<file path="config.mk">
export PLATFORM = sky130hd
export DESIGN_NAME = mux_n_1_pipe
export DESIGN_NICKNAME = d
export VERILOG_FILES = /design/src/rtl/mux_n_1_pipe.sv
export SDC_FILE = /design/constraint.sdc
export NUM_CORES = 1
export LEC_CHECK = 0
export CAP_MARGIN = 20
export CORE_MARGIN = 2
export CORE_UTILIZATION = 34
export DETAILED_ROUTE_END_ITERATION = 7
export PLACE_DENSITY = 0.81
export SLEW_MARGIN = 30
export SYNTH_ARGS = -nofsm -noshare
export SYNTH_HDL_FRONTEND = slang
export SYNTH_SLANG_ARGS = --single-unit
</file>
<file path="constraint.sdc">
create_clock -name clk -period 2.1 [get_ports clk]
set_input_delay 0.21 -clock clk [delete_from_list [all_inputs] [get_ports clk]]
set_output_delay 0.21 -clock clk [all_outputs]
set_load 0.005 [all_outputs]
</file>
<file path="src/rtl/mux_n_1_pipe.sv">
// Purpose : N:1 channel mux with a registered, valid/ready-handshaked output word.
// Latency : 1 cycle from acceptance to out_valid when the block is empty.
// Backpressure: the skid build holds two words and registers in_ready; the default build holds one word and in_ready passes out_ready through combinationally.
//
// Optional feature macro: MUX_N_1_PIPE_SKID_EN (defined = main + skid registers, registered in_ready).
//
// Ports:
//   clk        - the only clock, rising edge
//   rst        - asynchronous active-high reset
//   in_data    - N channels, channel i at [i*WIDTH +: WIDTH]
//   sel        - channel index, sampled with in_data
//   in_valid   - upstream offers in_data/sel
//   in_ready   - block can accept this cycle
//   out_data   - selected channel data (zero if sel >= N)
//   out_sel    - sel value travelling with out_data
//   out_err    - sel value travelling with out_data was >= N
//   out_valid  - out_data/out_sel/out_err are valid
//   out_ready  - downstream accepts this cycle
module mux_n_1_pipe #(
    parameter int WIDTH = 32,
    parameter int N     = 4,
    localparam int SEL_W = (N <= 2) ? 1 : $clog2(N)
) (
    input  logic                 clk,
    input  logic                 rst,
    input  logic [N*WIDTH-1:0]   in_data,
    input  logic [SEL_W-1:0]     sel,
    input  logic                 in_valid,
    output logic                 in_ready,
    output logic [WIDTH-1:0]     out_data,
    output logic [SEL_W-1:0]     out_sel,
    output logic                 out_err,
    output logic                 out_valid,
    input  logic                 out_ready
);

    // One extra bit so that N itself is representable for the range check.
    localparam logic [SEL_W:0] N_L = (SEL_W+1)'(N);

    typedef enum logic [1:0] {
        EMPTY = 2'd0,
        ONE   = 2'd1,
        TWO   = 2'd2
    } state_t;

    state_t             state;
    logic [WIDTH-1:0]   main_data;
    logic [SEL_W-1:0]   main_sel;
    logic               main_err;

    logic [WIDTH-1:0]   cap_data;
    logic               cap_err;
    logic               accept;

    // Out-of-range selects match no channel, so the captured data falls back to zero.
    always_comb begin
        cap_data = '0;
        for (int i = 0; i < N; i++) begin
            if (sel == SEL_W'(i)) begin
                cap_data = in_data[i*WIDTH +: WIDTH];
            end
        end
    end

    assign cap_err   = ({1'b0, sel} >= N_L);
    assign accept    = in_valid & in_ready;

    assign out_valid = (state != EMPTY);
    assign out_data  = main_data;
    assign out_sel   = main_sel;
    assign out_err   = main_err;

`ifdef MUX_N_1_PIPE_SKID_EN

    logic [WIDTH-1:0]   skid_data;
    logic [SEL_W-1:0]   skid_sel;
    logic               skid_err;

    // Depends only on state and rst, never on out_ready.
    assign in_ready = (state != TWO) & !rst;

    always_ff @(posedge clk or posedge rst) begin
        if (rst) begin
            state     <= EMPTY;
            main_data <= '0;
            main_sel  <= '0;
            main_err  <= 1'b0;
            skid_data <= '0;
            skid_sel  <= '0;
            skid_err  <= 1'b0;
        end else begin
            case (state)
                EMPTY: begin
                    if (accept) begin
                        main_data <= cap_data;
                        main_sel  <= sel;
                        main_err  <= cap_err;
                        state     <= ONE;
                    end
                end
                ONE: begin
                    if (accept && !out_ready) begin
                        // Main is stalled: park the new word behind it.
                        skid_data <= cap_data;
                        skid_sel  <= sel;
                        skid_err  <= cap_err;
                        state     <= TWO;
                    end else if (accept && out_ready) begin
                        main_data <= cap_data;
                        main_sel  <= sel;
                        main_err  <= cap_err;
                    end else if (out_ready) begin
                        state     <= EMPTY;
                    end
                end
                TWO: begin
                    if (out_ready) begin
                        main_data <= skid_data;
                        main_sel  <= skid_sel;
                        main_err  <= skid_err;
                        state     <= ONE;
                    end
                end
                default: state <= EMPTY;
            endcase
        end
    end

`else

    // Single entry: space exists when empty or when the held word leaves this cycle.
    assign in_ready = (!out_valid | out_ready) & !rst;

    always_ff @(posedge clk or posedge rst) begin
        if (rst) begin
            state     <= EMPTY;
            main_data <= '0;
            main_sel  <= '0;
            main_err  <= 1'b0;
        end else begin
            case (state)
                EMPTY: begin
                    if (accept) begin
                        main_data <= cap_data;
                        main_sel  <= sel;
                        main_err  <= cap_err;
                        state     <= ONE;
                    end
                end
                ONE: begin
                    if (accept) begin
                        main_data <= cap_data;
                        main_sel  <= sel;
                        main_err  <= cap_err;
                    end else if (out_ready) begin
                        state     <= EMPTY;
                    end
                end
                default: state <= EMPTY;
            endcase
        end
    end

`endif

endmodule

</file>
## Word level (Yosys, flattened, before mapping)

Index checks and enable logic that the tools add are counted.

| storage, ports and cells | value |
|---|---|
| bits in registers | 36 |
| bits of input ports | 134 |
| word-level logic and storage cells | 29 |

| operators by class | value |
|---|---|
| eq/ne operators | 7 |
| multiplexer cells | 8 |
| bitwise logic cells | 3 |
| reductions and logical operators | 8 |

Operator list:

| cell | number |
|---|---|
| two-way mux 32 bit | 4 |
| two-way mux 2 bit | 3 |
| inequality test 2 bit, second input constant | 3 |
| == test 2 x 1 -> 1 bit, second input constant | 2 |
| == test 2 bit, second input constant | 2 |
| zero test 2 bit | 2 |
| case mux 2 bit (2 select lines) | 1 |
| AND reduction 3 bit | 1 |
| bitwise AND 1 bit | 2 |
| zero test 1 bit | 2 |
| AND reduction 2 bit | 1 |
| nonzero test 2 bit | 1 |
| OR reduction 2 bit | 1 |
| OR 1 bit | 1 |

## Longest topological paths before layout

| depth | value |
|---|---|
| depth after elaboration | 7 |
| gate-level depth with buffers | 4 |
| gate-level depth less buffers | 3 |

## Worst setup path after synthesis

OpenSTA, ideal clock, no wires.

| timing path | value |
|---|---|
| path kind | register to register |
| from | reg state[0] |
| to | reg main_sel[0] (netlist: out_sel[0]) |
| library setup time | 125 ps |
| arrival time | 1,419 ps |
| data required time | 1,975 ps |
| slack | 556 ps |
| stages on the path, launching flop included | 5 |
| path buffers | 1 |
| period minus slack after synthesis | 1,544 ps |
| cells stage by stage | dfrtp_1 > nor2b_4 > nor3b_4 > buf_6 > mux2_2 |

| on the way | value |
|---|---|
| longest elaborated chain between the ends | 6 |

RTL lines:

| what | line | source |
|---|---|---|
| start, declared | 46 | `state_t state;` |
| start signal, assigned | 136 | `state <= EMPTY;` |
| start signal, assigned | 147 | `state <= ONE;` |
| start signal, assigned | 156 | `state <= EMPTY;` |
| nonzero test 2 bit | 68 | `assign out_valid = (state != EMPTY);` |
| zero test 1 bit | 132 | `assign in_ready = (!out_valid \| out_ready) & !rst;` |
| OR 1 bit | 132 |  |
| bitwise AND 1 bit | 132 |  |
| bitwise AND 1 bit | 66 | `assign accept = in_valid & in_ready;` |
| AND reduction 2 bit (no line) * | - |  |
| end signal, assigned | 145 | `main_sel <= sel;` |
| end signal, assigned | 153 | `main_sel <= sel;` |
| end, declared | 48 | `logic [SEL_W-1:0] main_sel;` |

Mark *: on every way between the ends. The rest lies on a longest branch, timed or not.
A chain may end at the register's enable or synchronous reset.

## Worst setup path in the final report

| timing path | value |
|---|---|
| from | reg state[0] |
| to | out in_ready |

| on the way | value |
|---|---|
| longest elaborated chain between the ends | 4 |

RTL lines:

| what | line | source |
|---|---|---|
| nonzero test 2 bit | 68 |  |
| zero test 1 bit | 132 |  |
| OR 1 bit | 132 |  |
| bitwise AND 1 bit | 132 |  |
| end, declared | 29 | `output logic in_ready,` |

Every way passes these cells.

==> results.md <==
* Status: finished clean
* Routed len/inst at 18.4 µm
* Largest net degree at the start of global routing at 36
* Final setup fails at 0
* Sw Ratio at 23.5%
* Clock root cell: clkbuf_8
* CP bufs+invs at 1
* Die area at 7380 µm²
* CTS Sinks at 35
* Antenna violations before repair at 0
* Post-CTS Setup Inserts at 0
* Largest family of logic cells by synthesized area: multiplexers
* Clock transition at path regs at 0.08 ns
* Mux cell area share after synthesis at 53.6%
* Fillers at approximately 500
* WP data required at 1.89 ns
* CTS resizes at 0
* RSZ-0062 raised after global routing: false
* Die Wd at 85.9 µm
* GRT Total Usage at a little under a fifth
* Placer congestion estimate at 0.766
* Worst setup EP type: output port
* Final slew viol count at 0
* Reg2reg start: state[0]$_DFFE_PP0P_
* Die Height at 85.9 µm
* Peak Freq at 587 MHz
* Core Area at 6420 µm²
* Vias post-DR at 1,823
* First-pass GRT wire length at 10,500 µm
* Post-Place Worst Slack at 0.276 ns
* Worst Clk Skew at 0.00436 ns
* Vias per inst at 4.98
* Cts hold-fix bufs at 0
* Minimum clock period at 1.70 ns
* Post-Syn Area at 2280 µm²
* Critical Path AT at between 1 and 1.5 ns
* Max Root-Sink Buffers at 2
* Fin cells at approximately 370
* Peak supply drop at 279 µV
* HP Class: in2async
* Post-synthesis register bit count at 35
* Pint at 1.96 mW
* Port bufs at roughly 170
* Cells along the critical path: nor2b_4 > nor2_1 > clkdlybuf4s50_1
* Slowest cell on crit path: clkdlybuf4s50_1
* First-pass DRT Iterations at 4
* Multi-input logic area at 1270 µm²
* Cells after DPL at 358
* Critical path class: reg2out
* NetSw at 601 µW
* Diode count at 0
* Initial DRC Count at 49
* Synth Area in Compound Gates at 0%
* Core Rows at 29
* Post-synthesis cell count at 119
* CTS H-tree lvls at 2
* DR DRC count at 0
* Synthesis Warnings at 0
* Hold Fails Final Rpt at 0
* PwrDens at 620 nW/µm²
* Starting density of the core at 35.5%
* Area Overhead vs Synth at 80.6%
* Adder-Cell Fraction of Synth Area at 0%
* Share of cells above drive strength 1 at between 20% and 30%
* Type of origin of the critical path: register
* Post-Syn Area per Cell at 19.2 µm²
* IO Count at 171
* CTS tree: done
* FF+latch area at 876 µm²
* Logic pwr share at 40.2%
* P_leak at 1.64 nW
* Num CTS Buffers at 5
* Setup TNS at 0 ns
* GRT Residual Overflow at 0
* Most frequent cells in the layout: clkdlybuf4s50_1, dfrtp_1, mux4_2, mux2_4
* Post-synthesis simple-gate area fraction at 1.87%
* Peak fanout along the critical path at 3
* Crit path from: state[0]$_DFFE_PP0P_
* Top delay family on crit path: buffers and inverters
* Distinct cells, synth at 16
* Register area share after synthesis at 38.4%
* Number of global-route vias before repair at between 2,000 and 2,500
* Clock Latency Late Sink at 0.29 ns
* Nets at 422
* Period Utilization, post-route at 81.2%
* DRT antenna net count at 0
* Commonest non-fill, non-tap cell in the layout: clkdlybuf4s50_1
* Flop pwr share at 35.9%
* Syn nets at 253
* CP max stage delay at 0.54 ns
* Clk pwr share at 23.9%
* Final WL at 6740 µm
* Post-Synth XOR/XNOR Area at 0%
* Slack of the critical path at 0.396 ns
* Max cap viols at 0
state kept, by name (all words and copies together) (netlist names):
name / cells
out_data: 32
out_sel: 2
state: 1
cells by family after synthesis:
logic type | Yosys count
buf+inv | 13
flops | 35
mux | 66
other cells | 1
simple gates | 4
per-layer routing:
layer	track usage, %	vias up	routed length (µm)
met5	0	-	0
met4	7.07	0	152
met3	5.29	14	430
met2	35.0	87	3800
met1	21.1	901	2350
li1	-	821	-
synthesized netlist by cell type:
library cell | instances | area [µm²]
clkbuf_1 | 1 | 3.75
mux4_2 | 29 | 653
conb_1 | 1 | 3.75
mux4_1 | 3 | 78.8
buf_12 | 3 | 60.1
nor3b_4 | 1 | 18.8
inv_1 | 1 | 3.75
dfrtp_1 | 35 | 876
nor2b_4 | 1 | 13.8
buf_6 | 4 | 45.0
buf_4 | 1 | 7.51
mux2_2 | 5 | 56.3
or2_2 | 1 | 6.26
buf_2 | 3 | 15.0
nor2_1 | 1 | 3.75
mux2_4 | 29 | 435
stage by stage:
stage / utilization (%) / instance area (µm²) / total power, mW / hold WS (ns)
floorplan: - / 2280 / 1.34 / 0.364
finish: 64.2 / 4120 / 2.56 / 0.456
global placement: 62.4 / 4010 / 1.95 / 0.492
detailed placement: 62.4 / 4010 / 1.97 / 0.493
CTS: 64.2 / 4120 / 2.59 / 0.459
global route: 64.2 / 4120 / 2.69 / 0.512
power groups by stage:
stage	logic, mW	registers (mW)	clock network (mW)
3_3_place_gp	1.02	0.930	0
6_report	1.03	0.918	0.610
3_5_place_dp	1.04	0.927	0
5_1_grt	1.09	0.941	0.657
4_1_cts	1.04	0.923	0.624
2_1_floorplan	0.408	0.930	0
worst reg2reg max path, delay by kind of cell, from the launching register on:
kind | cells | cell delay [ns]
multiplexers | 1 | 0.39
flip-flops | 1 | 0.38
AND/OR/NAND/NOR | 2 | 0.34
buffers and inverters | 1 | 0.27
worst paths after layout:
| check | cells past startpoint | to | slack (ns) |
|---|---|---|---|
| max in group asynchronous | 3 | out_data[8]$_DFFE_PP0P_ | 1.33 |
| max reg2reg | 4 | out_data[27]$_DFFE_PP0P_ | 0.60 |
| min | 3 | out_data[4]$_DFFE_PP0P_ | 0.46 |
| max | 3 | in_ready | 0.40 |
| min in group clk | 1 | out_sel[1]$_DFFE_PP0P_ | 0.51 |
| min reg2reg | 1 | out_sel[1]$_DFFE_PP0P_ | 0.51 |
final cells by class:
class / count / area share [%]
clock buffer: 5 / 1.67
clock inverter: 3 / 1.06
inverter: 1 / 0.0911
multi-input combinational: 71 / 30.8
sequential: 35 / 21.3
tap: 77 / 2.34
timing repair buffer: 174 / 42.8
Note: power is estimated with default switching activity, not from simulation.
